===== config.mk =====
export PLATFORM = sky130hd
export DESIGN_NAME = reg_serial_tx
export DESIGN_NICKNAME = d
export VERILOG_FILES = /design/src/rtl/reg_serial_tx.sv
export SDC_FILE = /design/constraint.sdc
export NUM_CORES = 1
export LEC_CHECK = 0
export BUFFER_PORTS_ARGS = -buffer_cell sky130_fd_sc_hd__buf_2
export CAP_MARGIN = 20
export CELL_PAD_IN_SITES_DETAIL_PLACEMENT = 1
export CELL_PAD_IN_SITES_GLOBAL_PLACEMENT = 1
export CORE_MARGIN = 2
export CORE_UTILIZATION = 30
export CTS_CLUSTER_SIZE = 8
export DETAILED_ROUTE_END_ITERATION = 6
export PLACE_DENSITY = 0.54
export SLEW_MARGIN = 20
export SYNTH_ARGS = -nofsm -noshare
export SYNTH_HDL_FRONTEND = slang
export SYNTH_SLANG_ARGS = --single-unit

===== constraint.sdc =====
create_clock -name clk -period 2.1 [get_ports clk]
set_input_delay 0.63 -clock clk [delete_from_list [all_inputs] [get_ports clk]]
set_output_delay 0.63 -clock clk [all_outputs]
set_load 0.005 [all_outputs]

===== src/rtl/reg_serial_tx.sv =====
// reg_serial_tx: parallel-to-serial transmitter for the register datapath.
// A WIDTH-bit word is loaded through an en/ready handshake. It is sent LSB
// first as a start bit (0), WIDTH data bits, an optional even-parity bit and
// a stop bit (1). Each bit is held for CLKS_PER_BIT clock cycles.
// Optional feature macro: REG_SERIAL_TX_PARITY_EN. When it is defined, an
// even-parity bit is sent between the last data bit and the stop bit.
// All outputs are registered. The active-low reset is asynchronous.
module reg_serial_tx #(
    parameter int WIDTH        = 3,
    parameter int CLKS_PER_BIT = 1
) (
    input  logic             clk,
    input  logic             reset,
    input  logic [WIDTH-1:0] d_in,
    input  logic             en,
    output logic             ready,
    output logic             busy,
    output logic             ser_out,
    output logic             done
);

    localparam int BCW = $clog2(WIDTH + 1);
    localparam logic [7:0]     CYC_LAST = 8'(CLKS_PER_BIT - 1);
    localparam logic [BCW-1:0] BIT_LAST = BCW'(WIDTH - 1);

`ifdef REG_SERIAL_TX_PARITY_EN
    typedef enum logic [2:0] {IDLE, START, DATA, PARITY, STOP} state_t;
`else
    typedef enum logic [1:0] {IDLE, START, DATA, STOP} state_t;
`endif

    state_t           state;
    logic [WIDTH-1:0] shift;
    logic [WIDTH-1:0] shift_nxt;
    logic [BCW-1:0]   bit_cnt;
    logic [7:0]       bit_cyc;
    logic             cyc_last;
`ifdef REG_SERIAL_TX_PARITY_EN
    logic             par_bit;
`endif

    // Detect the final clock of the current bit, and form the next shifted word.
    // ser_out is registered, so the bit that follows a shift is taken from
    // shift_nxt rather than from the shift register itself.
    always_comb begin
        cyc_last  = (bit_cyc == CYC_LAST);
        shift_nxt = shift >> 1;
    end

    // Frame sequencer: handles the load handshake, the bit timing and all registered outputs.
    always_ff @(posedge clk or negedge reset) begin
        if (!reset) begin
            state   <= IDLE;
            shift   <= '0;
            bit_cnt <= '0;
            bit_cyc <= '0;
            ready   <= 1'b1;
            busy    <= 1'b0;
            ser_out <= 1'b1;
            done    <= 1'b0;
`ifdef REG_SERIAL_TX_PARITY_EN
            par_bit <= 1'b0;
`endif
        end else begin
            done <= 1'b0;
            case (state)
                IDLE: begin
                    ser_out <= 1'b1;
                    if (en && ready) begin
                        shift   <= d_in;
                        bit_cnt <= '0;
                        bit_cyc <= '0;
                        ready   <= 1'b0;
                        busy    <= 1'b1;
                        ser_out <= 1'b0;
                        state   <= START;
`ifdef REG_SERIAL_TX_PARITY_EN
                        par_bit <= ^d_in;
`endif
                    end
                end

                START: begin
                    if (cyc_last) begin
                        bit_cyc <= '0;
                        ser_out <= shift[0];
                        state   <= DATA;
                    end else begin
                        bit_cyc <= bit_cyc + 8'd1;
                    end
                end

                DATA: begin
                    if (cyc_last) begin
                        bit_cyc <= '0;
                        if (bit_cnt == BIT_LAST) begin
`ifdef REG_SERIAL_TX_PARITY_EN
                            ser_out <= par_bit;
                            state   <= PARITY;
`else
                            ser_out <= 1'b1;
                            state   <= STOP;
`endif
                        end else begin
                            bit_cnt <= bit_cnt + BCW'(1);
                            shift   <= shift_nxt;
                            ser_out <= shift_nxt[0];
                        end
                    end else begin
                        bit_cyc <= bit_cyc + 8'd1;
                    end
                end

`ifdef REG_SERIAL_TX_PARITY_EN
                PARITY: begin
                    if (cyc_last) begin
                        bit_cyc <= '0;
                        ser_out <= 1'b1;
                        state   <= STOP;
                    end else begin
                        bit_cyc <= bit_cyc + 8'd1;
                    end
                end
`endif

                STOP: begin
                    if (cyc_last) begin
                        bit_cyc <= '0;
                        ser_out <= 1'b1;
                        ready   <= 1'b1;
                        busy    <= 1'b0;
                        done    <= 1'b1;
                        state   <= IDLE;
                    end else begin
                        bit_cyc <= bit_cyc + 8'd1;
                    end
                end

                default: begin
                    bit_cyc <= '0;
                    ser_out <= 1'b1;
                    ready   <= 1'b1;
                    busy    <= 1'b0;
                    state   <= IDLE;
                end
            endcase
        end
    end

endmodule

==> reports/summary.txt, run 1 <==
Final ANT Viol Nets -> 0
Hold_ws -> 0.3156 ns
Die Width -> 65.10 µm
Gate power share -> 0.027
Most common cell after layout, fill and taps aside -> dfrtp_1
Sequential-to-total area share from yosys stat -> 0.4268
Pwr/cell area -> 497.3 nW/µm²
Vias -> 907
Critical-path cell list -> inv_1 -> ha_1 -> nor2b_1 -> a31oi_2 -> nor2_2 -> mux2_1
Pin count of the biggest net entering global routing -> 20
Most frequent cells in the layout -> dfrtp_1 (17), nand2_1 (16), o21ai_0 (14)
Num CTS Buffers -> 3
LEAKAGE -> 0.5602 nW
Seq cells post-synth -> 19
Slew headroom -> 0.7007
DRC errors left -> 0
Net switching power -> 0.1306 mW
HPWL Detailed -> 2.001 mm
Tot Pwr -> 0.6396 mW
GRT overflow -> 0
Final WS setup -> 0.2265 ns
Avg WL per Cell -> 14.14 µm
CP arrival -> 2.01 ns
Clk buf depth -> 2
Crit-path max FO -> 9
Slowest stage cell, crit path -> dfrtp_1
Clock transition at path regs -> 0.07 ns
Status -> finished clean
Core Region -> 3633 µm²
Cts hold-fix bufs -> 0
Sw Ratio -> 0.2041
CP endpoint kind -> flip-flop
Maximum VDD drop -> 0.1707 mV
Syn Nets -> 135
Max Slew Vio Count -> 0
Tightest Pin Transition -> 0.4490 ns
Setup TNS -> 0 ns
Layout cell share with drive strength beyond 1 -> 0.1852
Final Routed Wirelength -> 2.587 mm
Synth unique cells -> 30
Hold Fails Final Rpt -> 0
Input/output buffers -> 9
Fin crit share -> 0.8922
Latest clock arrival within the worst-skew pair -> 0.25 ns
Crit Path Category -> flip-flop to flip-flop
Worst Path Required -> 2.24 ns
# rows -> 22
Power Internal -> 0.5090 mW
Fmax -> 533.8 MHz
Vias per cell -> 4.956
Number of diodes -> 0
Mapped cell area -> 1120 µm²
Synth Instances -> 121
Htree depth -> 1
CTS sink cnt -> 19
Starting density of the core -> 0.3082
Iteration-0 DRC Markers -> 19
Pre-CTS WS -> 0.2019 ns
Die height -> 65.10 µm
Final worst path period need -> 1.874 ns
Clock power share -> 0.396
Min-Delay Path Class -> input pin to asynchronous set/reset pin
Worst Skew -> 0.001828 ns
Nets -> 150
Area grow syn2layout -> 14.86%
Area after DPL -> 1241 µm²
Core Util, Final -> 0.3540
Number of I/O pins -> 10
Part of the power in registers -> 0.577
Setup violators final -> 0
Yosys warning total -> 0
Setup Buffers After CTS -> 0
Fill count -> 441
All-Layer GR Usage -> 0.1393
First-pass GRT wire length -> 4.491 mm
Worst path max stage delay -> 0.40 ns
PostCTS Resize Cnt -> 0
Initial antenna violation count -> 0
RSZ-0062 raised after global routing -> false
CTS tree -> built
Avg Inst Size Synth -> 9.255 µm²
Placed Instances -> 179
Final Instance Area -> 1286 µm²
Startpoint Class -> flip-flop
Die area -> 4237 µm²
Max_cap viols -> 0
Vias in the first global route -> 954
Routability cong. -> 0.7305
Post-route insts no fill -> 183
Root Buffer -> clkbuf_8
Pre-antenna DRT Iters -> 4
-- power groups by stage --
stage | logic (mW) | clock network (mW) | registers, mW
floorplan | 0.00410 | 0 | 0.376
global route | 0.0199 | 0.290 | 0.369
finish | 0.0170 | 0.254 | 0.369
detailed placement | 0.0182 | 0 | 0.376
global placement | 0.0179 | 0 | 0.376
CTS | 0.0183 | 0.276 | 0.369
-- sequential cells by signal, indices dropped and copies added (netlist names) --
name	flops
shift	3
done	1
busy	1
bit_cyc	8
ready	1
state	2
bit_cnt	2
ser_out	1
-- final timing paths --
kind                       slack, ns       start  cells after the start         end
hold / removal                  0.32       reset                      1        busy
max in group asynchronous       1.45       reset                      1     ser_out
setup reg to reg                0.23    state[0]                      6    shift[1]
hold reg to reg                 0.49  bit_cnt[0]                      1  bit_cnt[0]
min in group clk                0.49  bit_cnt[0]                      1  bit_cnt[0]
setup / recovery                0.23    state[0]                      6    shift[1]
-- cells by family (layout without fill, tap and decap cells) --
kind of cell | Yosys count | after routing | share of synthesized area
fa+ha+maj | 8 | 8 | 0.08939
mux | 7 | 7 | 0.06704
flops | 19 | 19 | 0.4268
simple gates | 46 | 46 | 0.2179
buf+inv | 9 | 23 | 0.03240
compound gates | 32 | 32 | 0.1665
-- synthesized netlist by cell type, drive strengths merged --
cell type / count / area, µm²
a21boi: 1 / 11.26
a21oi: 8 / 40.04
a31oi: 3 / 25.02
and2: 1 / 6.260
and3: 2 / 12.51
and3b: 1 / 8.760
buf: 2 / 10.01
clkbuf: 1 / 3.750
dfrtp: 17 / 425.4
dfstp: 2 / 52.55
ha: 8 / 100.1
inv: 6 / 22.52
mux2: 4 / 45.04
mux2i: 3 / 30.03
nand2: 16 / 60.06
nand2b: 2 / 12.51
nand3: 5 / 25.02
nor2: 8 / 32.54
nor2b: 2 / 12.51
nor3: 6 / 35.03
nor3b: 2 / 15.01
nor4b: 1 / 23.77
o21ai: 16 / 80.08
o22ai: 2 / 12.51
o41ai: 2 / 17.52
-- layer usage --
layer	track usage	wire length, µm
met2	0.2384	1269
met5	0	0
met4	0.05469	23
met1	0.1741	1243
met3	0.02568	51
-- worst max-delay path, delay by kind of cell (launching register included) --
kind | cells | cell delay [ns]
DFF | 1 | 0.40
and+or+nand+nor | 2 | 0.39
adders and majority gates | 1 | 0.34
muxes | 1 | 0.34
AOI/OAI and AO/OA | 1 | 0.15
buffers and inverters | 1 | 0.13
-- cell type report --
cell class,instances,area [µm²],share of cell area
Inverter,6,22.52,0.01751
Multi-Input combinational cell,93,605.6,0.4708
Timing Repair Buffer,13,75.07,0.05837
Sequential cell,19,478.0,0.3716
Tap cell,48,60.06,0.04669
Clock buffer,4,45.04,0.03502
No activity file was read; power rests on OpenSTA's default activity.
==> run 2: changes to the inputs <==
Settings changed: CORE_ASPECT_RATIO set to 0.7.
==> run 2 against run 1 <==
  * Final cell count increased by 1.6%
  * Hold slack got worse by 0.012 ns
  * First-iteration DRC count increased by 100%
  * Clock-buffer cell count decreased by 1
  * Register-to-register slack improved by 0.03 ns
  * Design area increased by 0.88%
  * Critical endpoint unchanged
==> reports/summary.txt, run 2 (same netlist as run 1, synthesis figures left out) <==
Part of the power in registers -> 0.568 (-0.009)
Die area -> 4245 µm² (+0.19%)
Final WS setup -> 0.2524 ns (+0.02595 ns)
Crit-path max FO -> 9 (unchanged)
Maximum VDD drop -> 0.3117 mV (+83%)
Final Routed Wirelength -> 2.789 mm (+7.8%)
Number of I/O pins -> 10 (unchanged)
Root Buffer -> clkbuf_8
GRT overflow -> 0 (unchanged)
First-pass GRT wire length -> 4.602 mm (+2.5%)
Pin count of the biggest net entering global routing -> 20 (unchanged)
DRC errors left -> 0 (unchanged)
Fill count -> 443 (+0.45%)
Worst Path Required -> 2.24 ns (about the same)
Max FFs per register -> 8 (unchanged)
Nets -> 151 (+0.67%)
CP arrival -> 1.99 ns (-0.02 ns)
Vias in the first global route -> 882 (-7.5%)
Setup Buffers After CTS -> 0 (unchanged)
Reg2reg start -> state[0]
Die Width -> 77.03 µm (+18%)
Max Slew Vio Count -> 0 (unchanged)
Core Util, Final -> 0.3646 (+0.01063)
Pre-CTS WS -> 0.2447 ns (+0.04284 ns)
Clock transition at path regs -> 0.08 ns (about the same)
Area grow syn2layout -> 15.87%
Hold Fails Final Rpt -> 0 (unchanged)
R2r setup slk -> 0.25 ns (+0.03 ns)
Tot Pwr -> 0.6498 mW (+1.6%)
Worst Setup SP -> state[0]
Largest registers -> bit_cyc (8), shift (3)
Fin crit share -> 0.8798 (-0.01236)
Most frequent cells in the layout -> dfrtp_1 (17), nand2_1 (16), o21ai_0 (14)
Vias -> 917 (+1.1%)
Num CTS Buffers -> 3 (unchanged)
Final worst path period need -> 1.848 ns (-0.02595 ns)
Min-Delay Path Class -> input pin to asynchronous set/reset pin
LEAKAGE -> 0.5684 nW (+1.5%)
All-Layer GR Usage -> 0.1495 (+0.01020)
Starting density of the core -> 0.3147 (+0.006502)
Net switching power -> 0.1435 mW (+9.9%)
HPWL Detailed -> 2.126 mm (+6.3%)
Worst Skew -> 0.005624 ns (+0.003796 ns)
Max_cap viols -> 0 (unchanged)
Most common cell after layout, fill and taps aside -> dfrtp_1
Latest clock arrival within the worst-skew pair -> 0.26 ns (about the same)
Cts hold-fix bufs -> 0 (unchanged)
Setup TNS -> 0 ns (unchanged)
Most flops, register -> bit_cyc
Number of diodes -> 0 (unchanged)
Crit Path Category -> flip-flop to flip-flop
Initial antenna violation count -> 0 (unchanged)
Reg2Reg Depth -> 6 (unchanged)
Tightest Pin Transition -> 0.4511 ns (+0.002114 ns)
Fmax -> 541.3 MHz (+1.4%)
Die height -> 55.12 µm (-15%)
Routability cong. -> 0.7541 (+3.2%)
CTS sink cnt -> 19 (unchanged)
Input/output buffers -> 9 (unchanged)
Power Internal -> 0.5063 mW (-0.53%)
Pwr/cell area -> 500.9 nW/µm² (+0.72%)
Pre-antenna DRT Iters -> 4 (unchanged)
Hold_ws -> 0.3033 ns (-0.01223 ns)
Register area -> 478.0 µm² (unchanged)
R2r endpoint -> shift[1]
Multi-input logic area -> 605.6 µm² (unchanged)
Iteration-0 DRC Markers -> 38 (+19)
RSZ-0062 raised after global routing -> false
Clk buf depth -> 2 (unchanged)
Core Region -> 3558 µm² (-2.1%)
Layout cell share with drive strength beyond 1 -> 0.1985 (+0.01334)
Sw Ratio -> 0.2209 (+0.01674)
Final ANT Viol Nets -> 0 (unchanged)
Slew headroom -> 0.6993 (-0.001409)
Clock power share -> 0.405 (+0.009)
Status -> finished clean
CP endpoint kind -> flip-flop
Setup violators final -> 0 (unchanged)
Vias per cell -> 4.930 (-0.53%)
CTS tree -> built
Avg WL per Cell -> 14.99 µm (+6.1%)
Gate power share -> 0.027 (about the same)
PostCTS Resize Cnt -> 0 (unchanged)
# rows -> 18 (-18%)
Startpoint Class -> flip-flop
Crit path capture -> shift[1]
Htree depth -> 1 (unchanged)
run 2: changes by cell type in the layout (fill, tap and decap cells not counted), sizes merged:
cell and change:
clkbuf -1, buf +1, clkinv +1
run 2: final cells by class:
class / count / share of cell area
clock buffers: 3 / 0.03182
multi-input cells: 93 / 0.4667
inverters: 6 / 0.01736
flip-flops and latches: 19 / 0.3684
clock inverters: 1 / 0.003857
repair buffers: 14 / 0.06365
well taps: 50 / 0.04822
run 2: power groups by stage:
stage | logic, mW | clock network [mW] | registers (mW)
6_report | 0.0174 | 0.263 | 0.369
3_3_place_gp | 0.0179 | 0 | 0.376
5_1_grt | 0.0205 | 0.294 | 0.369
2_1_floorplan | 0.00410 | 0 | 0.376
4_1_cts | 0.0187 | 0.281 | 0.369
3_5_place_dp | 0.0187 | 0 | 0.376
run 2: worst min-delay path by stage:
| stage | slack (ns) | from | endpoint |
|---|---|---|---|
| after global placement | 0.47 | bit_cnt[0] | bit_cnt[0] |
| final | 0.30 | reset | bit_cyc[4] |
| after global routing | 0.34 | reset | bit_cnt[1] |
| after CTS | 0.33 | reset | bit_cyc[5] |
| after detailed placement | 0.48 | bit_cnt[0] | bit_cnt[0] |
| after floorplan | 0.33 | reset | bit_cnt[0] |
run 2: through the flow:
stage               cell area [µm²]  std cells
finish                         1297        186
global route                   1297        186
CTS                            1297        186
detailed placement             1251        182
global placement               1251        182
floorplan                      1120        121
run 2: layer usage:
| metal | share of wire | global-route usage | vias to the layer above | routed length (µm) |
|---|---|---|---|---|
| met5 | 0 | 0 | - | 0 |
| met2 | 0.41 | 0.2266 | 11 | 1148 |
| met4 | 0.014 | 0.06250 | 0 | 38 |
| met1 | 0.54 | 0.2085 | 448 | 1510 |
| met3 | 0.033 | 0.03571 | 5 | 92 |
| li1 | - | - | 453 | - |
run 2: worst max-delay path, stage by stage (launching register included):
cell and delay (ns):
dfrtp_1 0.40, inv_1 0.12, ha_1 0.33, nor2b_1 0.28, a31oi_2 0.10, nor2_2 0.15, mux2_1 0.34
